<file path="src/rtl/dual_channel_frame_mixer_pkg.sv">
// Shared constants, state encoding and word classifiers for the dual channel frame mixer.
package dual_channel_frame_mixer_pkg;

  localparam int unsigned DATA_WIDTH = 64;

  // Marker values carried in the top byte (header) and the bottom byte (footer) of a word.
  localparam logic [7:0] HEADER_ID = 8'hFF;
  localparam logic [7:0] FOOTER_ID = 8'h0F;

  // Head word presented by an empty FWFT FIFO; never appears inside a legal frame.
  localparam logic [DATA_WIDTH-1:0] EMPTY_WORD = {8'h00, {(DATA_WIDTH - 8){1'b1}}};

  typedef enum logic [1:0] {
    StIdle,
    StSendCh0,
    StSendCh1
  } state_e;

  function automatic logic is_header(input logic [DATA_WIDTH-1:0] word);
    return word[DATA_WIDTH-1 -: 8] == HEADER_ID;
  endfunction

  function automatic logic is_footer(input logic [DATA_WIDTH-1:0] word);
    return word[7:0] == FOOTER_ID;
  endfunction

endpackage

</file>
<file path="src/rtl/dual_channel_frame_mixer_if.sv">
// Bundle of the two FIFO-side channels plus the downstream word stream.
// The mixer takes the slave view; whatever feeds and drains it takes the master view.
interface dual_channel_frame_mixer_if;
  import dual_channel_frame_mixer_pkg::*;

  logic [DATA_WIDTH-1:0] ch0_din;
  logic                  ch0_read_request;
  logic                  ch0_re;
  logic [DATA_WIDTH-1:0] ch1_din;
  logic                  ch1_read_request;
  logic                  ch1_re;
  logic                  ready;
  logic [DATA_WIDTH-1:0] dout;
  logic                  sending;

  modport master (
    output ch0_din,
    output ch0_read_request,
    input  ch0_re,
    output ch1_din,
    output ch1_read_request,
    input  ch1_re,
    output ready,
    input  dout,
    input  sending
  );

  modport slave (
    input  ch0_din,
    input  ch0_read_request,
    output ch0_re,
    input  ch1_din,
    input  ch1_read_request,
    output ch1_re,
    input  ready,
    output dout,
    output sending
  );

endinterface

</file>
<file path="src/rtl/dual_channel_frame_mixer_arbiter.sv">
// Two-request round-robin grant. The priority pointer only moves when both channels
// contend, so a lone requester does not steal the next tie-break from the other channel.
module mixer_rr_arbiter (
  input  logic       clk,
  input  logic       reset,
  input  logic       en,
  input  logic [1:0] req,
  output logic [1:0] gnt,
  output logic       prio
);

  // 0: channel 0 wins the next tie, 1: channel 1 wins it.
  logic prio_q, prio_d;

  // Grant decode and pointer update on contention.
  always_comb begin
    gnt    = 2'b00;
    prio_d = prio_q;
    if (en) begin
      unique case (req)
        2'b01:   gnt = 2'b01;
        2'b10:   gnt = 2'b10;
        2'b11: begin
          gnt    = prio_q ? 2'b10 : 2'b01;
          prio_d = ~prio_q;
        end
        default: gnt = 2'b00;
      endcase
    end
  end

  // Priority pointer register.
  always_ff @(posedge clk) begin
    if (reset) begin
      prio_q <= 1'b0;
    end else begin
      prio_q <= prio_d;
    end
  end

  assign prio = prio_q;

endmodule

</file>
<file path="src/rtl/dual_channel_frame_mixer.sv">
// Merges whole frames from two FWFT channel FIFOs into one registered word stream.
// A granted frame runs from header to footer without interleaving; stalls on READY
// low or an empty FIFO hold the state so the frame resumes where it stopped.
module dual_channel_frame_mixer
  import dual_channel_frame_mixer_pkg::*;
(
  input logic                      clk,
  input logic                      reset,
  dual_channel_frame_mixer_if.slave bus
);

  state_e                state_q, state_d;
  logic [DATA_WIDTH-1:0] dout_q, dout_d;
  logic                  sending_q, sending_d;
  logic                  ch0_pop, ch1_pop;
  logic                  arb_en;
  logic [1:0]            gnt;
  logic                  prio;

  mixer_rr_arbiter u_arb (
    .clk   (clk),
    .reset (reset),
    .en    (arb_en),
    .req   ({bus.ch1_read_request, bus.ch0_read_request}),
    .gnt   (gnt),
    .prio  (prio)
  );

  // Frame FSM next state, pop strobes and next output word.
  always_comb begin
    state_d = state_q;
    ch0_pop = 1'b0;
    ch1_pop = 1'b0;
    arb_en  = 1'b0;
    unique case (state_q)
      StIdle: begin
        // Arbitration ignores READY; popping only starts once a channel is granted.
        arb_en = 1'b1;
        if (gnt[0]) begin
          state_d = StSendCh0;
        end else if (gnt[1]) begin
          state_d = StSendCh1;
        end
      end
      StSendCh0: begin
        ch0_pop = bus.ready && (bus.ch0_din != EMPTY_WORD);
        if (ch0_pop && is_footer(bus.ch0_din)) begin
          state_d = StIdle;
        end
      end
      StSendCh1: begin
        ch1_pop = bus.ready && (bus.ch1_din != EMPTY_WORD);
        if (ch1_pop && is_footer(bus.ch1_din)) begin
          state_d = StIdle;
        end
      end
      default: state_d = StIdle;
    endcase

    // A reset cycle must leave the FIFOs untouched.
    if (reset) begin
      ch0_pop = 1'b0;
      ch1_pop = 1'b0;
    end

    dout_d    = EMPTY_WORD;
    sending_d = ch0_pop || ch1_pop;
    if (ch0_pop) begin
      dout_d = bus.ch0_din;
    end else if (ch1_pop) begin
      dout_d = bus.ch1_din;
    end
  end

  // State and registered output stage.
  always_ff @(posedge clk) begin
    if (reset) begin
      state_q   <= StIdle;
      dout_q    <= EMPTY_WORD;
      sending_q <= 1'b0;
    end else begin
      state_q   <= state_d;
      dout_q    <= dout_d;
      sending_q <= sending_d;
    end
  end

  assign bus.ch0_re  = ch0_pop;
  assign bus.ch1_re  = ch1_pop;
  assign bus.dout    = dout_q;
  assign bus.sending = sending_q;

endmodule

</file>
<file path="src/flat_wrapper.sv">
// flat-port wrapper written by rule: the top's interface ports become plain ports
module dual_channel_frame_mixer_flat import dual_channel_frame_mixer_pkg::*;
  (clk, reset, bus_ch0_din, bus_ch0_read_request, bus_ch0_re, bus_ch1_din, bus_ch1_read_request, bus_ch1_re, bus_ready, bus_dout, bus_sending);
  dual_channel_frame_mixer_if bus_i ();
  input logic clk;
  input logic reset;
  input wire logic [$bits(bus_i.ch0_din)-1:0] bus_ch0_din;
  input wire logic [$bits(bus_i.ch0_read_request)-1:0] bus_ch0_read_request;
  output wire logic [$bits(bus_i.ch0_re)-1:0] bus_ch0_re;
  input wire logic [$bits(bus_i.ch1_din)-1:0] bus_ch1_din;
  input wire logic [$bits(bus_i.ch1_read_request)-1:0] bus_ch1_read_request;
  output wire logic [$bits(bus_i.ch1_re)-1:0] bus_ch1_re;
  input wire logic [$bits(bus_i.ready)-1:0] bus_ready;
  output wire logic [$bits(bus_i.dout)-1:0] bus_dout;
  output wire logic [$bits(bus_i.sending)-1:0] bus_sending;
  assign bus_i.ch0_din = bus_ch0_din;
  assign bus_i.ch0_read_request = bus_ch0_read_request;
  assign bus_ch0_re = bus_i.ch0_re;
  assign bus_i.ch1_din = bus_ch1_din;
  assign bus_i.ch1_read_request = bus_ch1_read_request;
  assign bus_ch1_re = bus_i.ch1_re;
  assign bus_i.ready = bus_ready;
  assign bus_dout = bus_i.dout;
  assign bus_sending = bus_i.sending;
  dual_channel_frame_mixer u_core (.clk(clk), .reset(reset), .bus(bus_i));
endmodule
</file>
<file path="config.mk">
export PLATFORM = sky130hd
export DESIGN_NAME = dual_channel_frame_mixer_flat
export DESIGN_NICKNAME = d
export VERILOG_FILES = /design/src/rtl/dual_channel_frame_mixer_pkg.sv /design/src/rtl/dual_channel_frame_mixer_if.sv /design/src/rtl/dual_channel_frame_mixer_arbiter.sv /design/src/rtl/dual_channel_frame_mixer.sv /design/src/flat_wrapper.sv
export SDC_FILE = /design/constraint.sdc
export NUM_CORES = 1
export LEC_CHECK = 0
export BUFFER_PORTS_ARGS = -buffer_cell sky130_fd_sc_hd__buf_4
export CORE_ASPECT_RATIO = 1.1
export CORE_UTILIZATION = 41
export DETAILED_ROUTE_END_ITERATION = 8
export PLACE_DENSITY = 0.88
export SYNTH_ARGS = -nofsm -noshare
export SYNTH_HDL_FRONTEND = slang
export SYNTH_HIERARCHICAL = 1
export SYNTH_SLANG_ARGS = --single-unit
</file>
<file path="constraint.sdc">
create_clock -name clk -period 2.9 [get_ports clk]
set_clock_uncertainty 0.15 [all_clocks]
set_input_delay 0.58 -clock clk [delete_from_list [all_inputs] [get_ports clk]]
set_output_delay 0.58 -clock clk [all_outputs]
set_load 0.005 [all_outputs]
</file>
==> summary by stage, run 1 <==
Run status
The run finished with clean final reports.

Global route
The number of global-route vias before repair is 2800. The pin count of the biggest net entering global routing is 57. The global-route usage over all layers is 0.291.

The initial antenna violation count is 0. The wire length of the first global-routing pass is 13000 um. The total overflow left after global routing is 0.

Floorplan
The area of the placeable core is 5500 um2. The y dimension of the die is 82.3 um. During I/O placement, the number of pins put on the boundary was 200. The die covers 6170 um2.

Row generation in the floorplan step produced 28 rows. The die boundary width is 75.0 um. The effective utilization at floorplan is 0.437.

Logic synthesis
Ranked by total cell area, the synthesized netlist is headed by dfxtp_1 57%, o22a_1 20%, nand4_1 6.8%. The mapped netlist covers 2400 um2. Synthesis produced a netlist with a net count of 349. The share of the Yosys chip area taken by registers is 0.567. The synthesized netlist contains 25 unique library cells. Of the post-synthesis cell area, the dominant cell type holds 0.567. Summed over all instances, the cell type with the most area after synthesis is dfxtp_1. Synthesis handed over a netlist of 216 instances. During synthesis, Yosys emitted a total of 6 warnings. The post-synthesis sequential element count is 68. Each instance of the synthesized netlist takes up on average 11.1 um2.

Timing
The accumulated negative setup slack is 0 ns. Setup repair after global routing left no endpoint under its margin. The count of endpoints failing hold in the final timing report came to 0. In this run the tightest slew margin relative to its limit is 0.373.

Dividing the final minimum period by the clock period gives 0.921. The final count of pins violating max slew is 0. For this run, the top clock speed supported by timing is 0.374 GHz.

The count of endpoints failing setup in the final report is 0. The transition time at the pin with the least slew margin is 0.934 ns. The final period demand of the worst path is 2.67 ns.

Hold timing on the final database bottoms out at a slack of 0.300 ns.

Clock tree
The CTS tree is built. The clock network latency to the later pin of the worst-skew pair is 0.33 ns. The number of hold buffers added after CTS was 0. The clock tree buffer depth is 2. The total setup buffers inserted after CTS is 0. Clock tree synthesis found a total of 68 sinks. The clock slew at the register clock pins of the worst setup and hold paths is 0.08 ns. The post-cts repair resize count is 0.

The number of clock buffers inserted by TritonCTS is 9. The cell sitting at the root of the clock tree is a clkbuf_8. The H-tree was split into 3 levels.

Worst setup path
In this run the critical register-to-register path is launched from u_core/state_q[0]$_SDFFE_PP0P_. The worst setup path is launched from an input port. The setup check on the worst reg-to-reg path leaves a slack of 1.02 ns. The kind of critical path is in2out. The data required time at the worst endpoint is 2.17 ns. The number of cells on the worst reg-to-reg path is 4. The critical path starts at bus_ch1_din[12]. The type of destination of the critical path is an output port. The maximum fanout count along the critical path is 2. The worst path arrival time is 1.94 ns. In this run the critical register-to-register path is captured at u_core/bus.dout[41]$_SDFF_PP1_.

Power and ir drop
The maximum ir drop on the vdd rail is 352 uV. The power density of the placed cells is 529 nW/um2. For this design the static power due to leakage is 0.00178 uW.

Drt
The first routing iteration left 148 violations. The pre-antenna-repair detailed-routing pass consisted of 4 iterations. The via count is 2723.

The aggregate routed wire length is 9020 um. In this run the remaining antenna-violating nets after routing total 0. For this run, design rule violations remaining after detail routing come to 0.

The via density per instance is 5.50. Dividing the detail-routed wire length by the instance count gives 18.2 um.

Placement
Buffers placed on the I/O ports in this run total 199. The last weighted congestion value of the routability-driven placer is 0.864. After legalization and detailed placement, the total HPWL measured 6920 um.

Worst hold path
The startpoint identified for the worst hold timing path is bus_ch1_din[44]. The number of cells on the worst hold path is 2. In this run the worst hold path is classified as in2reg.

The path with the worst hold slack has its endpoint at u_core/bus.dout[44]$_SDFF_PP1_.

Cells and area
Compared with the post-synthesis result, the final layout area differs by 74.8%. In the final design database the tool counted 548 nets. The share of cells above drive strength 1 is 0.524. The count of antenna diodes in the layout is 0. After filler insertion, the fill cell instance count of the layout stands at 389.

Job
The max-capacitance violation count is 0.
## registers in the layout (all words and copies together), names as in the netlist
| register | cells |
|---|---|
| u_core/bus.dout | 64 |
| u_core/bus.sending | 1 |
| u_core/state_q | 2 |
| u_core/u_arb/prio | 1 |
## power by group
| part | internal [uW] | total (uW) | switching, uW |
|---|---|---|---|
| combinational | 200 | 328 | 128 |
| sequential | 974 | 989 | 15.6 |
| clock | 555 | 906 | 350 |
## through the flow
stage | instance area (um2) | std cells | util | worst slack [ns] | total power [uW]
after floorplan | 2400 | 216 | - | 0.624 | 1090
after global placement | 3960 | 479 | 0.720 | 0.279 | 1330
after detailed placement | 3960 | 479 | 0.720 | 0.238 | 1330
after CTS | 4200 | 495 | 0.763 | 0.209 | 2230
after global routing | 4200 | 495 | 0.763 | 0.188 | 2300
final | 4200 | 495 | 0.763 | 0.228 | 2220
## routing by layer
metal,vias to the layer above,wire length (um),GRT usage
met4,0,231,0.164
met2,176,4630,0.531
met5,-,0,0
met1,1250,3220,0.292
li1,1276,-,-
met3,21,937,0.0874
## worst max-delay path: stages
cell and delay [ns]:
buf_4 0.09, nand4_1 0.12, or4_1 0.54, nor4_1 0.31, a31oi_1 0.14, buf_4 0.16
## cell type report
cell class,instances,area (um2),area share
clock buffers,13,169,0.0402
clock inverters,3,67.6,0.0161
inverters,1,3.75,0.000894
multi-input cells,134,995,0.237
flip-flops and latches,68,1360,0.324
well taps,75,93.8,0.0223
repair buffers,201,1510,0.359
## cells by family after synthesis
kind of cell	Yosys count	synth area share
buf+inv	14	0.0219
flops	68	0.567
simple gates	63	0.158
mux	1	0.00625
compound gates	70	0.247
## layout by cell type, fill, tap and decap left out, drive strengths merged, types with 3 or more instances in the layout
cell type,netlist,routed
clkbuf,9,13
nor2,5,5
o22a,56,56
or4,3,3
nand2,5,5
buf,4,201
nand4,26,26
nor4,10,10
a31oi,3,3
dfxtp,68,68
a22o,8,8
nor3,3,3
## cell usage after synthesis, drive strengths merged
cell and number:
dfxtp 68, o22a 56, nand4 26, nor4 10, clkbuf 9, a22o 8, nand2 5, nor2 5
buf 4, a31oi 3, nor3 3, or4 3, a21oi 2, nand3 2, nand4b 2, nor4b 2
and2b 1, and3 1, inv 1, mux2 1, nor2b 1, o21ai 1, or2 1, or3 1
## worst max-delay path by stage
| stage | end | slack (ns) | cells after the start |
|---|---|---|---|
| finish | bus_ch1_re | 0.23 | 6 |
| detailed placement | bus_ch1_re | 0.24 | 6 |
| floorplan | bus_ch0_re | 0.62 | 4 |
| global placement | bus_ch1_re | 0.28 | 6 |
| CTS | bus_ch1_re | 0.21 | 6 |
| global route | bus_ch1_re | 0.19 | 6 |
Power figures use the tool's default switching activity.
==> inputs of run 2 (changes only) <==
--- a/config.mk
+++ b/config.mk
@@ -5,11 +5,12 @@
 export SDC_FILE = /design/constraint.sdc
 export NUM_CORES = 1
 export LEC_CHECK = 0
+export ABC_AREA = 1
 export BUFFER_PORTS_ARGS = -buffer_cell sky130_fd_sc_hd__buf_4
 export CORE_ASPECT_RATIO = 1.1
-export CORE_UTILIZATION = 41
+export CORE_UTILIZATION = 45
 export DETAILED_ROUTE_END_ITERATION = 8
-export PLACE_DENSITY = 0.88
+export PLACE_DENSITY = 0.89
 export SYNTH_ARGS = -nofsm -noshare
 export SYNTH_HDL_FRONTEND = slang
 export SYNTH_HIERARCHICAL = 1
==> run 2 against run 1 <==
Sequential share of layout area shrank 2.9 points. Sequential cell count stayed put. Core utilization decreased by 2.7 points. Synthesized cell count grew 97%. Total power rose by 13%. Register-to-register slack got worse by 0.56 ns. Clock-buffer cell count shrank 1. Clock power decreased by 15%. Sequential power increased by 10%. Worst setup slack improved by 0.0066 ns. Largest cell class unchanged. Largest power group unchanged. Highest routed layer unchanged.
==> summary by stage, run 2 <==
Logic synthesis
The average instance area after synthesis is 6.93 um2. Sorting the synthesized cells by how often they occur yields 179 x nand2_1, 68 x dfxtp_1, 56 x nand3_1. The number of different library cells in the post-synthesis netlist is 21. The multiplexer share of the synthesized area is 0. The number of nets in the synthesized netlist is 559. Of all flip-flops after synthesis, the portion carrying an async set or reset was 0. The share of synthesized area in the top cell type comes to 0.461. By area the synthesized netlist is led by dfxtp_1 46%, nand2_1 23%, nand3_1 9.5%. The instance count of the mapped netlist is 426.

Synthesis inferred 68 register bits. The total of warnings raised by yosys is 6. Summed over all instances, the cell type with the most area after synthesis is dfxtp_1. The basic-gate share of the synthesized area counting and, or, nand and nor cells is 0.435.

Of the total synthesized cell area, the portion taken by XOR and XNOR cells is 0. The sequential-to-total area share from yosys stat is 0.461. The most repeated cell in the gate-level netlist after synthesis is nand2_1. The prevailing post-synth register cell is dfxtp_1. The adder-cell area share of the yosys netlist is 0. The compound-cell area share of the yosys netlist is 0.0203. After synthesis the cells add up to 2950 um2.

In this run, synthesis inferred 0 flip-flops with an integrated enable. The main combinational cell family by area after synthesis is simple AND/OR/NAND/NOR gates.

Floorplan
The floorplan step defined a core boundary enclosing 6270 um2. The number of placement rows is 30. For this configuration, the core starts out at a cell density of 0.471.

From left edge to right edge, the die measures 79.3 um. The y dimension of the die is 87.0 um. Pin placement for this block handled 200 I/O pins.

The area of the die is 6890 um2.

Power and ir drop
The net switching fraction of the power is 0.284. The internal portion of the total power is 1810 uW. The share of total power dissipated in the clock network is 0.304. Power comes to 2520 uW.

The switching power is 716 uW. The cell leakage power is 0.00226 uW. The share of total power dissipated in sequential elements is 0.431. IR analysis of the VDD net gives a maximum drop of 367 uV. Dividing total power by cell area gives a power density of 546 nW/um2. The relative contribution of combinational cells to total power is 0.265.

Global route
Global routing finished with a remaining overflow of 0. The initial antenna violation count is 0. The wire length of the first global-routing pass is 15100 um. The pin count of the biggest net entering global routing is 53. The most heavily used metal layer in global routing is met2. The global-route track usage on met3 is 0.0628. In the global route stage, met2 resource usage came out at 0.535.

In the global route stage, met1 resource usage came out at 0.296. The number of global-route vias before repair is 3460. In the global route stage, overall resource usage came out at 0.283.

Drt
The violation count after the first detailed-routing iteration is 217. Across all layers, the routed design uses 3609 vias. The aggregate routed wire length is 9930 um. In this run the remaining antenna-violating nets after routing total 0. The number of iterations in the first detailed-routing pass is 5. Using the TritonRoute via totals, the vias-per-cell ratio works out to 5.13.

Dividing the detail-routed wire length by the instance count gives 14.1 um. The DRC violations left is 0.

Clock tree
The number of clock buffers added by TritonCTS is 9. Gates resized during post-CTS repair numbered 0. TritonCTS built the clock tree. The cell at the root of the clock tree is clkbuf_8.

For this design, the sink count on the clock tree is 68. The cts-stage hold buffer count is 0. In this run the post-CTS setup repair buffer count came out at 0. After clock tree synthesis, the clock-pin slew on the worst setup and hold paths is 0.07 ns.

The later pin in the worst-skew pair is clocked with a latency of 0.32 ns. The H-tree depth is 3. The clock tree buffer depth is 2.

Worst setup path
The cell with the biggest individual delay on the critical path is nor2_4. On the worst path, the slowest cell contributes a delay of 0.51 ns. The signal on the critical path passes through buf_4 > nand2_1 > inv_1 > nand2_1 > nor2_1 > nand2_1 > nor2_1 > nand2_1 > nand2_2 > nor2_4 > buf_4. The data required time at the worst endpoint is 2.17 ns.

The kind of start point of the critical path is an input port. The worst setup path is of the in2out kind. The buffering stage count on the worst path with inverters included is 3. The maximum fanout count along the critical path is 27. The worst path arrival time is 1.94 ns.

The worst setup path is captured at an output port. The kind of cell with the highest combined delay along the critical path is simple AND/OR/NAND/NOR gates. In this design, the critical path's most frequently occurring cell is nand2_1.

Placement
The worst setup timing slack at the placement stage is 0.0395 ns. The placed instance count is 690. The total half-perimeter wirelength after legalization and detailed placement is 7770 um.

The cell area after placement is 4430 um2. At the end of routability-driven placement, the weighted congestion stood at 0.826. In this run the tool buffered the top-level ports with 199 buffer cells.

Timing
The routed design could run at a clock period as short as 2.67 ns. The headroom to the max-slew limit is 0.566. The count of endpoints failing hold in the final timing report was 0. Of the available clock period, the critical path in the final layout requires 0.919.

Setup violations remaining at the end of the flow were counted as 0. The fmax is 0.375 GHz. Once routing completed, OpenROAD measured the worst setup slack at 0.235 ns. Setup repair after global routing left no endpoint under its margin. The accumulated negative setup slack is 0 ns. The final count of pins violating max slew is 0. The transition time at the pin with the least slew margin is 0.649 ns.

Cells and area
The library cells used most frequently in the layout, excluding fill and tap cells, are 201 x buf_4, 179 x nand2_1, 68 x dfxtp_1. In the final layout, the share of cells above drive strength 1 is 0.361. The register with the most flip-flops in the layout has 64 of them.

The area occupied by multi-input gates is 1340 um2. From synthesis to final layout, the design area changed by 56.3%. Leaving out fill and tap cells, the most frequent cell in the layout is buf_4. Registers take 1360 um2. With fillers left out, the area of the finished cells amounts to 4620 um2.

The fill cell instance count of the final layout is 488. The post-route non-filler standard cell count is 704. The repair_antennas step left the layout with diodes totalling 0.

The final layout contains 754 nets.

Worst hold path
The worst hold-check path type is in2reg.

Job
The max-capacitance violation count is 0.

Run status
The flow ran to the end, and the final reports show no timing, DRC or antenna violations.
run 2: cell types whose count changed after synthesis, sizes merged, moves of 3 or more:
cell    previous run  this run
nand2              5       182
nor4              10         1
nand3              2        56
o21ai              1         9
nor2               5        37
o22a              56         0
or4                3         0
inv                1        29
buf                4        17
a22o               8         0
a31oi              3         0
nand4             26        21
clkbuf             9         0
run 2: worst paths after layout:
check / slack (ns) / depth (start not counted) / endpoint / start
max reg2reg: 0.46 / 7 / u_core/bus.dout[9]$_SDFF_PP1_ / u_core/state_q[0]$_SDFFE_PP0P_
max: 0.23 / 11 / bus_ch0_re / bus_ch0_din[31]
min reg2reg: 0.41 / 3 / u_core/u_arb/prio$_SDFFE_PP0P_ / u_core/u_arb/prio$_SDFFE_PP0P_
min: 0.29 / 2 / u_core/u_arb/prio$_SDFFE_PP0P_ / reset
run 2: stage by stage:
stage          utilization  hold WS (ns)
3_5_place_dp         0.706         0.400
4_1_cts              0.737         0.279
6_report             0.737         0.286
3_3_place_gp         0.706         0.374
5_1_grt              0.737         0.283
2_1_floorplan            -         0.363
run 2: worst register-to-register path, stage by stage (launching register included):
cell     delay [ns]
dfxtp_1        0.40
inv_2          0.04
nor2_1         0.12
nand2_1        0.12
nor2_4         0.54
inv_6          0.25
nand2_4        0.48
nand3_1        0.19
run 2: kinds of logic (layout without fill, tap and decap cells):
logic type | after synthesis | after routing
simple gates | 300 | 300
buf+inv | 46 | 244
flops | 68 | 68
compound gates | 12 | 12
run 2: routing by layer:
layer / vias up / wire length (um)
li1: 1741 / -
met3: 31 / 906
met5: - / 0
met1: 1628 / 3540
met4: 0 / 277
met2: 209 / 5210
run 2: final cells by class:
cell class              count  area share
inverters                  29      0.0247
multi-input cells         312       0.291
clock buffers              12      0.0336
well taps                  80      0.0217
flip-flops and latches     68       0.295
repair buffers            201       0.327
clock inverters             2     0.00759
run 2: power by group through the flow:
stage	logic [uW]	registers (uW)	clock network, uW
global route	732	1100	826
finish	668	1090	766
CTS	666	1090	772
global placement	639	1100	0
detailed placement	664	1110	0
floorplan	309	1110	0
